--- src/rtl/serial_pad_receiver.sv ---
// rtl/serial_pad_receiver.sv - multi-pad NES/SNES serial gamepad receiver
// Ports:
//   clk, reset (async, active-low), enable (polling gate, sampled in IDLE/GAP)
//   data[NUM_PADS]        serial line per pad, 0 = pressed
//   latch, pad_clk        shared controller strobe and shift clock
//   buttons, pressed      per-pad active-high vectors and press-edge pulses
//   present               pad answered in the last frame
//   frame_valid, busy     frame update pulse, poll in progress
module serial_pad_receiver #(
    parameter int NUM_PADS     = 2,
    parameter int NUM_BITS     = 8,
    parameter int LATCH_CYCLES = 600,
    parameter int HALF_CYCLES  = 300,
    parameter int GAP_CYCLES   = 1000
) (
    input  logic                         clk,
    input  logic                         reset,
    input  logic                         enable,
    input  logic [NUM_PADS-1:0]          data,
    output logic                         latch,
    output logic                         pad_clk,
    output logic [NUM_PADS*NUM_BITS-1:0] buttons,
    output logic [NUM_PADS*NUM_BITS-1:0] pressed,
    output logic [NUM_PADS-1:0]          present,
    output logic                         frame_valid,
    output logic                         busy
);

    localparam int MAX_LH  = (LATCH_CYCLES > HALF_CYCLES) ? LATCH_CYCLES : HALF_CYCLES;
    localparam int MAX_ALL = (MAX_LH > GAP_CYCLES) ? MAX_LH : GAP_CYCLES;
    localparam int CW      = $clog2(MAX_ALL + 1);
    localparam int BW      = (NUM_BITS > 1) ? $clog2(NUM_BITS) : 1;

    localparam logic [CW-1:0] LATCH_LAST = CW'(LATCH_CYCLES - 1);
    localparam logic [CW-1:0] HALF_LAST  = CW'(HALF_CYCLES - 1);
    localparam logic [CW-1:0] GAP_LAST   = CW'((GAP_CYCLES > 0) ? GAP_CYCLES - 1 : 0);
    localparam logic [BW-1:0] LAST_BIT   = BW'(NUM_BITS - 1);

    typedef enum logic [2:0] {
        S_IDLE,
        S_LATCH,
        S_SETTLE,
        S_SHIFT_HI,
        S_SHIFT_LO,
        S_DONE,
        S_GAP
    } state_t;

    state_t                             state;
    state_t                             state_d;
    logic [CW-1:0]                      cnt;
    logic [BW-1:0]                      bit_cnt;
    logic [NUM_PADS-1:0][NUM_BITS-1:0]  shadow;

    logic                               cap_en;
    logic [BW-1:0]                      cap_idx;
    logic [NUM_PADS*NUM_BITS-1:0]       new_btn;
    logic [NUM_PADS-1:0]                new_present;

    always_comb begin
        state_d = state;
        case (state)
            S_IDLE:     if (enable) state_d = S_LATCH;
            S_LATCH:    if (cnt == LATCH_LAST) state_d = S_SETTLE;
            S_SETTLE:   if (cnt == HALF_LAST) state_d = (NUM_BITS == 1) ? S_DONE : S_SHIFT_HI;
            S_SHIFT_HI: if (cnt == HALF_LAST) state_d = S_SHIFT_LO;
            S_SHIFT_LO: if (cnt == HALF_LAST) state_d = (bit_cnt == LAST_BIT) ? S_DONE : S_SHIFT_HI;
            S_DONE: begin
                if (GAP_CYCLES == 0) state_d = enable ? S_LATCH : S_IDLE;
                else                 state_d = S_GAP;
            end
            S_GAP:      if (cnt == GAP_LAST) state_d = enable ? S_LATCH : S_IDLE;
            default:    state_d = S_IDLE;
        endcase
    end

    // Bit 0 is on the line once latch drops; bit k appears after the k-th rising pad_clk
    // and is sampled at the end of that high phase.
    always_comb begin
        cap_en  = ((state == S_SETTLE) || (state == S_SHIFT_HI)) && (cnt == HALF_LAST);
        cap_idx = (state == S_SHIFT_HI) ? bit_cnt + BW'(1) : '0;
    end

    // A line that read 0 for every bit is floating/unplugged; shadow stores inverted data,
    // so that case shows up as an all-ones shadow.
    always_comb begin
        new_btn     = '0;
        new_present = '0;
        for (int p = 0; p < NUM_PADS; p++) begin
            new_present[p]                  = ~&shadow[p];
            new_btn[p*NUM_BITS +: NUM_BITS] = new_present[p] ? shadow[p] : '0;
        end
    end

    always_ff @(posedge clk or negedge reset) begin
        if (!reset) begin
            state   <= S_IDLE;
            cnt     <= '0;
            bit_cnt <= '0;
        end else begin
            state <= state_d;
            cnt   <= ((state_d != state) || (state == S_IDLE)) ? '0 : cnt + CW'(1);
            if (state == S_SETTLE)
                bit_cnt <= '0;
            else if ((state == S_SHIFT_HI) && cap_en)
                bit_cnt <= cap_idx;
        end
    end

    // Outputs are decoded from the current state and registered, so every output
    // lags the state register by one cycle.
    always_ff @(posedge clk or negedge reset) begin
        if (!reset) begin
            shadow      <= '0;
            latch       <= 1'b0;
            pad_clk     <= 1'b0;
            busy        <= 1'b0;
            frame_valid <= 1'b0;
            buttons     <= '0;
            pressed     <= '0;
            present     <= '0;
        end else begin
            for (int p = 0; p < NUM_PADS; p++) begin
                if (cap_en) shadow[p][cap_idx] <= ~data[p];
            end
            latch       <= (state == S_LATCH);
            pad_clk     <= (state == S_SHIFT_HI);
            busy        <= (state == S_LATCH) || (state == S_SETTLE) ||
                           (state == S_SHIFT_HI) || (state == S_SHIFT_LO);
            frame_valid <= (state == S_DONE);
            if (state == S_DONE) begin
                buttons <= new_btn;
                present <= new_present;
                pressed <= new_btn & ~buttons;
            end else begin
                pressed <= '0;
            end
        end
    end

endmodule

--- config.mk ---
export PLATFORM = sky130hd
export DESIGN_NAME = serial_pad_receiver
export DESIGN_NICKNAME = d
export VERILOG_FILES = /design/src/rtl/serial_pad_receiver.sv
export SDC_FILE = /design/constraint.sdc
export NUM_CORES = 1
export LEC_CHECK = 0
export CAP_MARGIN = 30
export CORE_MARGIN = 3
export CORE_UTILIZATION = 30
export DETAILED_ROUTE_END_ITERATION = 8
export PLACE_DENSITY = 0.53
export SYNTH_ARGS = -nofsm -noshare
export SYNTH_HDL_FRONTEND = slang
export SYNTH_SLANG_ARGS = --single-unit
--- constraint.sdc ---
create_clock -name clk -period 4.65 [get_ports clk]
set_input_delay 0.93 -clock clk [delete_from_list [all_inputs] [get_ports clk]]
set_output_delay 0.93 -clock clk [all_outputs]
set_load 0.01 [all_outputs]
## Word level (Yosys, flattened, before mapping)

Index checks and enable logic that the tools add are counted.
Widths: inputs -> output; s select.

- Register bits: 70
- Latch bits: 0
- RAM bits: 0
- ROM bits: 0
- Input port bits: 5
- Output and inout port bits: 38
- Memories: 0

- Add/sub/neg operators: 2
- $mul: 0
- Div/mod/pow operators: 0
- Order comparisons: 2
- Equality and inequality tests: 11
- Shift-type cells: 0
- Mux-type cells: 20
- Bitwise operators: 4
- Reductions and logical operators: 14

Operators by type and width:

| operator | count |
|---|---|
| $mux 3 | 10 |
| $pmux 3 s7 | 1 |
| $eq 10x10->1 const B | 2 |
| $and 16x16->16 | 1 |
| $bwmux 8 | 2 |
| $mux 16 | 1 |
| $mux 8 | 2 |
| $not 16->16 | 1 |
| $reduce_and 8->1 | 2 |
| $eq 3x3->1 const B | 4 |
| $add 10x1->10 const B | 1 |
| $eq 10x9->1 const B | 1 |
| $mux 10 | 1 |
| $eq 3x2->1 const B | 2 |
| $logic_or 1x1->1 | 5 |
| $lt 3x4->1 const B | 1 |
| $add 3x1->3 const B | 1 |
| $demux 1 s3 | 1 |
| $eq 3x1->1 const B | 1 |
| $ge 3x1->1 const B | 1 |
| $logic_and 1x1->1 | 3 |
| $logic_not 3->1 | 1 |
| $ne 3x3->1 | 1 |
| $logic_not 1->1 | 2 |
| other kinds (3) | 5 |

## Depth between registers and ports, before layout

- Word-level depth: 7
- Depth in mapped cells: 7
- Depth with buffers taken out: 6

## Least setup slack after synthesis

OpenSTA, ideal clock, no wires.

- Kind: input -> register
- Start point: input port enable
- End point: register cnt[0]
- Library setup time: 87 ps
- Data arrival time: 2106 ps
- Required time: 4563 ps
- Slack: 2457 ps
- Cell stages on the path: 5
- Buffers on the path: 1
- Path through: nor3b_1 > a41o_1 > or4_4 > buf_6 > a211oi_2

- Cells in the longest elaborated chain, start to end: 6

Ends and longest elaborated chain:

| what | RTL line | source |
|---|---|---|
| from (decl) | 18 | `input logic enable,` |
| $mux 1 | 72 | `S_GAP: if (cnt == GAP_LAST) state_d = enable ? S_LATCH : S_IDLE;` |
| $mux 3 | 72 |  |
| $pmux 3 s7 (*) | 62 | `case (state)` |
| $ne 3x3->1 (*) | 102 | `cnt <= ((state_d != state) \|\| (state == S_IDLE)) ? '0 : cnt + CW'(1);` |
| $logic_or 1x1->1 (*) | 102 |  |
| $mux 10 (*) | 102 |  |
| to (signal assigned) | 102 |  |
| to (decl) | 51 | `logic [CW-1:0] cnt;` |

Every way passes the cells marked *; elsewhere a longest branch is shown, timed or not.
A chain may end at the register's enable or synchronous reset.

## Final worst setup path

- Start point: input port enable
- End point: register cnt[1]

The elaborated chain is that of the path after synthesis.

==> run_results.csv <==
group,metric,value,unit
run_status,run_status,"finished clean",
drt,drc_errors,0,
pwr,peakVddDrop,0.000141,V
final_layout,final_cells,474,
cts,post_cts_buffers,0,
placement,io_buffers,42,
cts,htreeDepth,3,
drt,viasPerCell,4.68,
yosys,syn_inst,292,
drt,wl,6240,um
final_layout,multi_input_area,0.00123,mm^2
cts,cts_buffers,9,
sta,setup_viol,0,
worst_setup_path,slowest_delay,0.64,ns
placement,hpwl,4320,um
flow_run,maxCapViolCount,0,
yosys,syn_area,0.00313,mm^2
final_layout,n_fill_cell,990,
cts,clock_sinks,70,
worst_setup_path,start_kind,"input pin",
worst_setup_path,cp_max_fo,10,
floorplanning,ioPinCount,43,
floorplanning,die_h,108,um
floorplanning,initial_core_util,31.5,%
worst_setup_path,r2r_slack,2.45,ns
placement,dp_cells,456,
placement,place_ws,1.95,ns
sta,fin_ws,2.31,ns
sta,drv_slew,0,
global_route,overflow,0,
sta,clock_skew,0.00896,ns
yosys,yosysSeqAreaShare,55.9,%
sta,period_needed,2.34,ns
yosys,avgSynthCellArea,10.7,um^2
global_route,grt_pass1_vias,2275,
sta,fin_setup_tns,0,ns
final_layout,drive_gt1_share,10.9,%
final_layout,area_delta_synth_final,24.2,%
cts,cts.clk_slew.worst_paths,0.08,ns
worst_setup_path,slowest_stage,"or4_4",
pwr,p_per_area,291,mW/mm^2
drt,wl_per_cell,13.2,um
global_route,grt_max_degree,43,
final_layout,diodes,0,
global_route,grt_util_all_layers,11.8,%
final_layout,utilization,39.1,%
floorplanning,dieArea,0.0117,mm^2
cts,cts_tree,"built",
worst_setup_path,crit_chain,"clkdlybuf4s50_1, nor3b_1, a41o_1, or4_4, a211oi_2",
cts,cts-resized-gates,0,
drt,drtAntennaViolNets,0,
yosys,synth-seq-cells,70,
worst_setup_path,cp.required,4.91,ns
drt,initialDrtViolationCount,81,
placement,gp_congestion,0.797,
sta,hold_viol,0,
cts,worst_skew_pair.late_latency,0.35,ns
yosys,yosys_warnings,0,
worst_setup_path,critPathKind,"input pin to register",
drt,firstDrtPassIters,4,
yosys,syn_nets,300,
worst_setup_path,cp-end-kind,"register",
yosys,async_flop_share,100,%
cts,cts_buffer_depth,2,
sta,grt_setup_unrepaired,"no",
global_route,grt_pass1_wl,11000,um
worst_setup_path,cp.arrival,2.60,ns
worst_hold_path,hp-class,"register to register",
floorplanning,die_w,108,um
floorplanning,rows,36,
final_layout,nets,344,
sta,tightest_slew,0.673,ns
sta,fmax,428,MHz
drt,num_vias,2220,
cts,root_buffer,"clkbuf_8",
sta,fin_hold_ws,0.445,ns
sta,slew_headroom,55.1,%
sta,period_share,50.3,%
cts,postCtsHoldBufs,0,
yosys,synth_edf_count,0,
floorplanning,core_area,0.00995,mm^2
yosys,ys_types,44,
pwr,p_leak,0.00187,uW
yosys,ys.flop_type,"dfrtp_1",
global_route,antenna_found_initial,0,
final_layout,register_area,0.00175,mm^2
## cells in the final DEF (no fill, tap or decap), types with 4 or more instances in the layout
cell type and count:
a211oi_2 10, nand3_1 8, buf_4 4, nand2_1 53, inv_1 20, clkdlybuf4s50_1 41
mux2i_1 14, nand4_1 5, nand3b_1 7, a22o_1 5, xnor2_1 6, dfrtp_1 70
o21ai_0 6, clkbuf_8 9, and4_1 5, nor2_1 22
## worst paths after layout
kind | start | end | depth (start not counted)
max | enable | cnt[1]$_DFF_PN0_ | 5
min | buttons[6]$_DFFE_PN0P_ | pressed[6]$_DFF_PN0_ | 1
max reg2reg | bit_cnt[0]$_DFFE_PN0P_ | cnt[1]$_DFF_PN0_ | 5
min reg2reg | buttons[6]$_DFFE_PN0P_ | pressed[6]$_DFF_PN0_ | 1
max in group asynchronous | reset | bit_cnt[0]$_DFFE_PN0P_ | 2
min in group asynchronous | reset | frame_valid$_DFF_PN0_ | 1
## routing by layer
metal  share of wire, %  routed length [um]  global-route usage, %
met1                 46                2890                   14.8
met2                 48                3000                   19.5
met4               0.85                  53                   3.34
met5                  0                   0                      0
met3                4.8                 299                   3.82
## state kept, by name, indices dropped and copies added, names as in the netlist
signal / count
frame_valid: 1
shadow: 16
busy: 1
buttons: 16
cnt: 10
bit_cnt: 3
state: 3
present: 2
pad_clk: 1
pressed: 16
latch: 1
## layout make-up
class / count / share of cell area [%]
Timing Repair Buffer: 47 / 12.1
Tap cell: 133 / 4.27
Inverter: 20 / 1.93
Clock buffer: 10 / 3.28
Sequential cell: 70 / 45.0
Multi-Input combinational cell: 188 / 31.6
Clock inverter: 6 / 1.80
## logic make-up after synthesis
kind of cell             Yosys count  share of synthesized area (%)
XOR/XNOR                           9                           2.52
flip-flops                        70                           55.9
buffers and inverters             34                           4.87
AND/OR/NAND/NOR                  125                           20.7
AO/OA/AOI/OAI                     36                           10.0
adder cells (fa/ha/maj)            3                           1.20
multiplexers                      15                           4.83
## metrics by stage
stage               instance area (um^2)  power (uW)
floorplan                           3130         635
detailed placement                  3660         655
CTS                                 3860        1160
global route                        3890        1190
global placement                    3660         655
finish                              3890        1130
## worst max-delay path, delay by kind of cell
| family | cells | cell delay [ns] |
|---|---|---|
| compound gates | 2 | 0.48 |
| simple gates | 2 | 0.78 |
| buf+inv | 1 | 0.41 |
## synthesized netlist by cell type, types with 2 or more instances
cell type | number | area [um^2]
a211oi_2 | 10 | 125
a21o_1 | 3 | 22.5
a21oi_1 | 3 | 15.0
a22o_1 | 5 | 43.8
and3_1 | 2 | 12.5
and3b_1 | 2 | 17.5
and4_1 | 5 | 43.8
buf_2 | 5 | 25.0
buf_6 | 2 | 22.5
clkbuf_1 | 6 | 22.5
dfrtp_1 | 70 | 1750
ha_1 | 3 | 37.5
inv_1 | 20 | 75.1
mux2i_1 | 14 | 140
nand2_1 | 53 | 199
nand2b_1 | 2 | 12.5
nand3_1 | 8 | 40.0
nand3b_1 | 7 | 52.6
nand4_1 | 5 | 31.3
nor2_1 | 22 | 82.6
nor2b_1 | 3 | 18.8
nor3_1 | 3 | 15.0
nor3b_1 | 3 | 22.5
nor4_1 | 2 | 12.5
o21ai_0 | 6 | 30.0
o41ai_1 | 2 | 17.5
or4_4 | 2 | 22.5
xnor2_1 | 6 | 52.6
xor2_1 | 3 | 26.3
## report_power, final
| part | internal, uW | leakage (uW) | total [uW] | switching, uW |
|---|---|---|---|---|
| combinational | 9.79 | 0.000879 | 27.2 | 17.4 |
| sequential | 614 | 0.000904 | 618 | 3.98 |
| clock | 251 | 0.0000895 | 489 | 238 |
| total | 875 | 0.00187 | 1130 | 259 |
No activity file was read; power rests on OpenSTA's default activity.
